===== src/rtl/fir_pkg.sv =====
// Shared types and constants for the FIR output path.
// Accumulator and sample widths are fixed here for every FIR block.
package fir_pkg;

    localparam int ACC_W  = 38;
    localparam int DATA_W = 16;
    localparam int TAPS   = 64;

    typedef logic signed [ACC_W-1:0]  acc_t;
    typedef logic signed [DATA_W-1:0] sample_t;

    typedef struct packed {
        logic    valid;
        sample_t data;
    } q_stage_t;

endpackage


===== src/rtl/fir_out_fifo.sv =====
// Output sample FIFO, first-word-fall-through head, power-of-two depth.
// Head reads as zero while empty so downstream never sees stale storage.
module fir_out_fifo #(
    parameter int DEPTH  = 8,
    parameter int DATA_W = 16
) (
    input  logic                     i_clk,
    input  logic                     i_rst,
    input  logic                     i_push,
    input  logic [DATA_W-1:0]        i_data,
    input  logic                     i_pop,
    output logic [DATA_W-1:0]        o_head,
    output logic                     o_full,
    output logic                     o_empty,
    output logic [$clog2(DEPTH):0]   o_level
);

    localparam int AW = $clog2(DEPTH);

    logic [DATA_W-1:0] r_mem [DEPTH];
    logic [AW-1:0]     r_wptr;
    logic [AW-1:0]     r_rptr;
    logic [AW:0]       r_level;

    logic w_empty;
    logic w_full;
    logic w_push;
    logic w_pop;

    assign w_empty = (r_level == '0);
    assign w_full  = (r_level == (AW+1)'(DEPTH));
    assign w_pop   = i_pop & ~w_empty;
    // A pop in the same cycle frees the slot, so a full FIFO may still take a push.
    assign w_push  = i_push & (~w_full | w_pop);

    always_ff @(posedge i_clk) begin
        if (i_rst) begin
            r_wptr  <= '0;
            r_rptr  <= '0;
            r_level <= '0;
        end else begin
            if (w_push) r_wptr <= r_wptr + 1'b1;
            if (w_pop)  r_rptr <= r_rptr + 1'b1;
            unique case ({w_push, w_pop})
                2'b10:   r_level <= r_level + 1'b1;
                2'b01:   r_level <= r_level - 1'b1;
                default: r_level <= r_level;
            endcase
        end
    end

    always_ff @(posedge i_clk) begin
        if (w_push) r_mem[r_wptr] <= i_data;
    end

    assign o_head  = w_empty ? '0 : r_mem[r_rptr];
    assign o_full  = w_full;
    assign o_empty = w_empty;
    assign o_level = r_level;

endmodule


===== src/rtl/fir_out_quantizer.sv =====
// FIR output stage: round, shift and narrow the accumulator, then buffer.
// Optional clamp to the 16-bit range and sat pulse with FIR_OUT_SAT_EN.
module fir_out_quantizer
    import fir_pkg::*;
#(
    parameter int SHIFT = 15,
    parameter int DEPTH = 8
) (
    input  logic                   clk1,
    input  logic                   rst,
    input  acc_t                   sum_in,
    input  logic                   sum_valid,
    output logic                   sum_ready,
    output sample_t                dout,
    output logic                   dout_valid,
    input  logic                   dout_ready,
    output logic                   ovf,
    output logic [$clog2(DEPTH):0] level
`ifdef FIR_OUT_SAT_EN
    ,
    output logic                   sat
`endif
);

    localparam int   LVL_W = $clog2(DEPTH) + 1;
    localparam acc_t RND   = acc_t'(2 ** (SHIFT - 1));

    q_stage_t         r_s1;
    logic             r_ovf;
    acc_t             w_rnd;
    acc_t             w_q;
    sample_t          w_narrow;
    logic             w_accept;
    logic             w_full;
    logic             w_empty;
    logic [LVL_W-1:0] w_level;
    logic [LVL_W:0]   w_occ;
    sample_t          w_head;

    assign w_rnd = sum_in + RND;
    assign w_q   = w_rnd >>> SHIFT;

`ifdef FIR_OUT_SAT_EN
    localparam acc_t    Q_HI = acc_t'(2 ** (DATA_W - 1) - 1);
    localparam acc_t    Q_LO = -Q_HI - acc_t'(1);
    localparam sample_t S_HI = sample_t'(2 ** (DATA_W - 1) - 1);
    localparam sample_t S_LO = -S_HI - sample_t'(1);

    logic w_hi;
    logic w_lo;
    logic r_s1_clip;
    logic r_sat;

    assign w_hi = (w_q > Q_HI);
    assign w_lo = (w_q < Q_LO);

    always_comb begin
        w_narrow = sample_t'(w_q);
        if (w_hi)      w_narrow = S_HI;
        else if (w_lo) w_narrow = S_LO;
    end

    // sat marks the edge where a clamped sample lands in the FIFO.
    always_ff @(posedge clk1) begin
        if (rst) begin
            r_s1_clip <= 1'b0;
            r_sat     <= 1'b0;
        end else begin
            if (w_accept) r_s1_clip <= w_hi | w_lo;
            r_sat <= r_s1.valid & r_s1_clip;
        end
    end

    assign sat = r_sat;
`else
    assign w_narrow = sample_t'(w_q);
`endif

    // Stage 1 plus FIFO occupancy is what bounds acceptance.
    assign w_occ     = {1'b0, w_level} + (LVL_W+1)'(r_s1.valid);
    assign sum_ready = ~w_full & (w_occ < (LVL_W+1)'(DEPTH));
    assign w_accept  = sum_valid & sum_ready;

    always_ff @(posedge clk1) begin
        if (rst) begin
            r_s1  <= '0;
            r_ovf <= 1'b0;
        end else begin
            r_s1.valid <= w_accept;
            if (w_accept)              r_s1.data <= w_narrow;
            if (sum_valid & ~sum_ready) r_ovf    <= 1'b1;
        end
    end

    fir_out_fifo #(
        .DEPTH  (DEPTH),
        .DATA_W (DATA_W)
    ) u_fifo (
        .i_clk   (clk1),
        .i_rst   (rst),
        .i_push  (r_s1.valid),
        .i_data  (r_s1.data),
        .i_pop   (dout_ready),
        .o_head  (w_head),
        .o_full  (w_full),
        .o_empty (w_empty),
        .o_level (w_level)
    );

    assign dout       = w_head;
    assign dout_valid = ~w_empty;
    assign ovf        = r_ovf;
    assign level      = w_level;

endmodule


===== config.mk =====
export PLATFORM = sky130hd
export DESIGN_NAME = fir_out_quantizer
export DESIGN_NICKNAME = d
export VERILOG_FILES = /design/src/rtl/fir_pkg.sv /design/src/rtl/fir_out_fifo.sv /design/src/rtl/fir_out_quantizer.sv
export SDC_FILE = /design/constraint.sdc
export NUM_CORES = 1
export LEC_CHECK = 0
export ABC_AREA = 1
export CORE_ASPECT_RATIO = 1.4
export CORE_MARGIN = 3
export CORE_UTILIZATION = 50
export DETAILED_ROUTE_END_ITERATION = 10
export GPL_ROUTABILITY_DRIVEN = 1
export GPL_TIMING_DRIVEN = 1
export PLACE_DENSITY = 0.71
export SYNTH_ARGS = -nofsm -noshare
export SYNTH_HDL_FRONTEND = slang
export SYNTH_SLANG_ARGS = --single-unit

===== constraint.sdc =====
create_clock -name clk1 -period 5.11 [get_ports clk1]
set_input_delay 0.511 -clock clk1 [delete_from_list [all_inputs] [get_ports clk1]]
set_output_delay 0.511 -clock clk1 [all_outputs]
set_load 0.03 [all_outputs]

==> impl_metrics.json <==
{
  "clock_latency_ns": 0.41,
  "setup_viol": 0,
  "clkPwrFrac_pct": 29.7,
  "worst_slew_pin_slew_ns": 0.993,
  "synth-seq-cells": 159,
  "ant_nets": 0,
  "cts_tree": "done",
  "syn-cell-area_um2": 6740,
  "netlist-cell-type-count": 27,
  "wl_met3_um": 806,
  "final.setup.tns_ns": 0,
  "grt_max_degree": 65,
  "pwr-share-seq_pct": 37.2,
  "drt-pass1-iter-count": 5,
  "fin_nets": 716,
  "holdCritStartpoint": "u_fifo.r_rptr[2]$_SDFFE_PP0N_",
  "postCtsSetupRepairBufs": 0,
  "ys_warn_count": 0,
  "hold_slack_ns": 0.472,
  "die_h_um": 143,
  "htreeDepth": 4,
  "die_width_um": 104,
  "fin_crit_ns": 3.36,
  "fin_cells": 860,
  "fillCellCount": 1068,
  "r2r-start": "u_fifo.o_level[0]$_SDFFE_PP0P_",
  "rows": 49,
  "met1Wirelength_um": 5840,
  "dieArea_um2": 14900,
  "holdPathStages": 2,
  "p_leak_nw": 2.88,
  "fmax_mhz": 298,
  "grt_pass1_vias": 4682,
  "rr_worst_depth": 13,
  "grt_antenna_before_repair": 0,
  "hold_viol": 0,
  "overflow": 0,
  "drv_cap": 0,
  "grt_pass1_wl_um": 23100,
  "intPower_w": 0.00284,
  "clkSlewWorstSetupHoldPaths_ns": 0.06,
  "finalCoreUtilization_pct": 60.8,
  "p_per_area_nw_per_um2": 549,
  "cts.sinks": 159,
  "avgRoutedWirePerCell_um": 16.8,
  "fin_skew_ns": 0.00556,
  "n_antenna_cell": 0,
  "status": "completed",
  "place_inst": 829,
  "initial_core_util_pct": 51.8,
  "cts_buffer_depth": 2,
  "ios": 65,
  "gp_congestion": 0.872,
  "reg2reg_slack_ns": 2.66,
  "ys_seq_area_share_pct": 66.3,
  "max-slew-margin-rel_pct": 33.7,
  "cts-root-buf": "clkbuf_16",
  "synth_nets": 673,
  "final.period_utilization_pct": 65.7,
  "fin_ws_ns": 1.75,
  "syn_area_per_cell_um2": 10.7,
  "grtUsageTotal_pct": 20.1,
  "swShare_pct": 34.6,
  "post-place-ws_ns": 2.20,
  "arrival_ns": 2.85,
  "vias_per_cell": 5.44,
  "io_buffers": 43,
  "crit_fanout": 64,
  "hold_class": "reg2reg",
  "hold_buffers": 0,
  "p_switching_w": 0.00150,
  "rsz0062_at_grt": "false",
  "area_growth_pct": 17.3,
  "drive_above_1_share_pct": 7.33,
  "cts_resized": 0,
  "r2r_end": "u_fifo.o_level[2]$_SDFFE_PP0P_",
  "drc_errors": 0,
  "wl_um": 14500,
  "core_area_um2": 13000,
  "vdd_ir_drop_max_uv": 505,
  "netlist_instances": 627,
  "p_comb_share_pct": 33.1,
  "crit_type": "reg2out",
  "vias": 4678,
  "cts_made_buffers": 17,
  "critPathCaptureType": "output port",
  "drt_iter0_markers": 331,
  "dpl.hpwl_um": 8570,
  "dr_wl_met2_um": 7590,
  "worst_ep_required_time_ns": 4.60,
  "highest_layer": "met4",
  "slew_viol_final": 0,
  "start_kind": "register"
}
-- synthesized netlist by cell type --
cell type	instances	area share [%]
a21oi_1	18	1.3
buf_2	14	1.0
buf_4	5	0.56
buf_6	3	0.50
clkbuf_1	7	0.39
dfxtp_1	31	9.2
edfxtp_1	128	57
ha_1	4	0.74
inv_1	43	2.4
inv_2	4	0.22
mux2i_1	16	2.4
nand2_1	59	3.3
nand2_2	2	0.19
nand3_1	24	1.8
nand3b_1	3	0.33
nand4_1	11	1.0
nor2_1	124	6.9
nor2_4	1	0.17
nor3_1	9	0.67
o211ai_1	1	0.11
o21a_1	7	0.78
o21ai_0	89	6.6
o21ai_1	4	0.30
o21ai_2	2	0.26
o22ai_1	16	1.5
or2_4	1	0.13
xor2_1	1	0.13
-- cells in the final DEF (no fill, tap or decap), types with 4 or more instances in the layout --
cell type        instances
edfxtp_1               128
o21ai_0                 89
nor2_1                 123
nand4_1                 11
clkdlybuf4s50_1         43
inv_2                    4
inv_1                   43
nor3_1                   9
clkbuf_16               17
dfxtp_1                 30
o22ai_1                 16
o21a_1                   7
o21ai_1                  4
nand3_1                 24
a21oi_1                 18
mux2i_1                 16
buf_4                   10
bufinv_16                4
ha_1                     4
nand2_1                 59
-- layout make-up --
type,count,area (um^2),share of cell area [%]
tap,178,223,2.82
multi-input combinational,392,1930,24.4
timing repair buffer,53,505,6.40
inverter,47,176,2.23
clock buffer,20,437,5.52
sequential,159,4470,56.5
clock inverter,11,166,2.11
-- sequential cells by signal, summed over array words and instances (netlist names), named ones only --
register and count:
u_fifo.o_level 4, u_fifo.r_rptr 3, u_fifo.r_mem 128, u_fifo.r_wptr 3, ovf 1, r_s1 17
-- metrics by stage --
step / instance area [um^2] / power, W
5_1_grt: 7900 / 0.00457
2_1_floorplan: 6740 / 0.00262
6_report: 7900 / 0.00434
4_1_cts: 7900 / 0.00436
3_3_place_gp: 7300 / 0.00303
3_5_place_dp: 7300 / 0.00308
-- power by group through the flow --
stage	Sequential, W	Clock [W]	Combinational [W]
after floorplan	0.00164	0	0.000978
final	0.00162	0.00129	0.00144
after CTS	0.00161	0.00130	0.00145
after global placement	0.00163	0	0.00140
after detailed placement	0.00164	0	0.00144
after global routing	0.00163	0.00136	0.00158
-- metal layers --
layer  GRT usage [%]  vias to the layer above
li1                -                     2285
met1            23.5                     2216
met2            36.6                      162
met3            4.18                       15
met4            7.91                        0
met5               0                        -
-- worst max-delay path, cell delays in order (launching register included) --
cell and delay [ns]:
dfxtp_2 0.33, buf_4 0.56, nor2_1 0.10, nor2_1 0.11, o21ai_0 0.09, o21ai_0 0.10, o21ai_0 0.08, nor2_1 0.26
clkdlybuf4s50_1 0.71
-- worst max path at each step --
stage	start	to	slack, ns	depth (start not counted)
floorplan	u_fifo.o_level[2]$_SDFFE_PP0P_	u_fifo.r_mem[0][0]$_DFFE_PP_	2.81	5
detailed placement	register	dout[15]	2.20	8
CTS	register	dout[15]	1.75	8
finish	register	dout[15]	1.75	8
global placement	register	dout[15]	2.27	8
global route	register	dout[15]	1.57	8
-- logic make-up after synthesis --
| logic type | after synthesis | share of synthesized area [%] |
|---|---|---|
| buf+inv | 76 | 5.11 |
| mux | 16 | 2.38 |
| flops | 159 | 66.3 |
| xor+xnor | 1 | 0.130 |
| compound gates | 137 | 10.9 |
| fa+ha+maj | 4 | 0.743 |
| simple gates | 234 | 14.5 |
No activity file was read; power rests on OpenSTA's default activity.
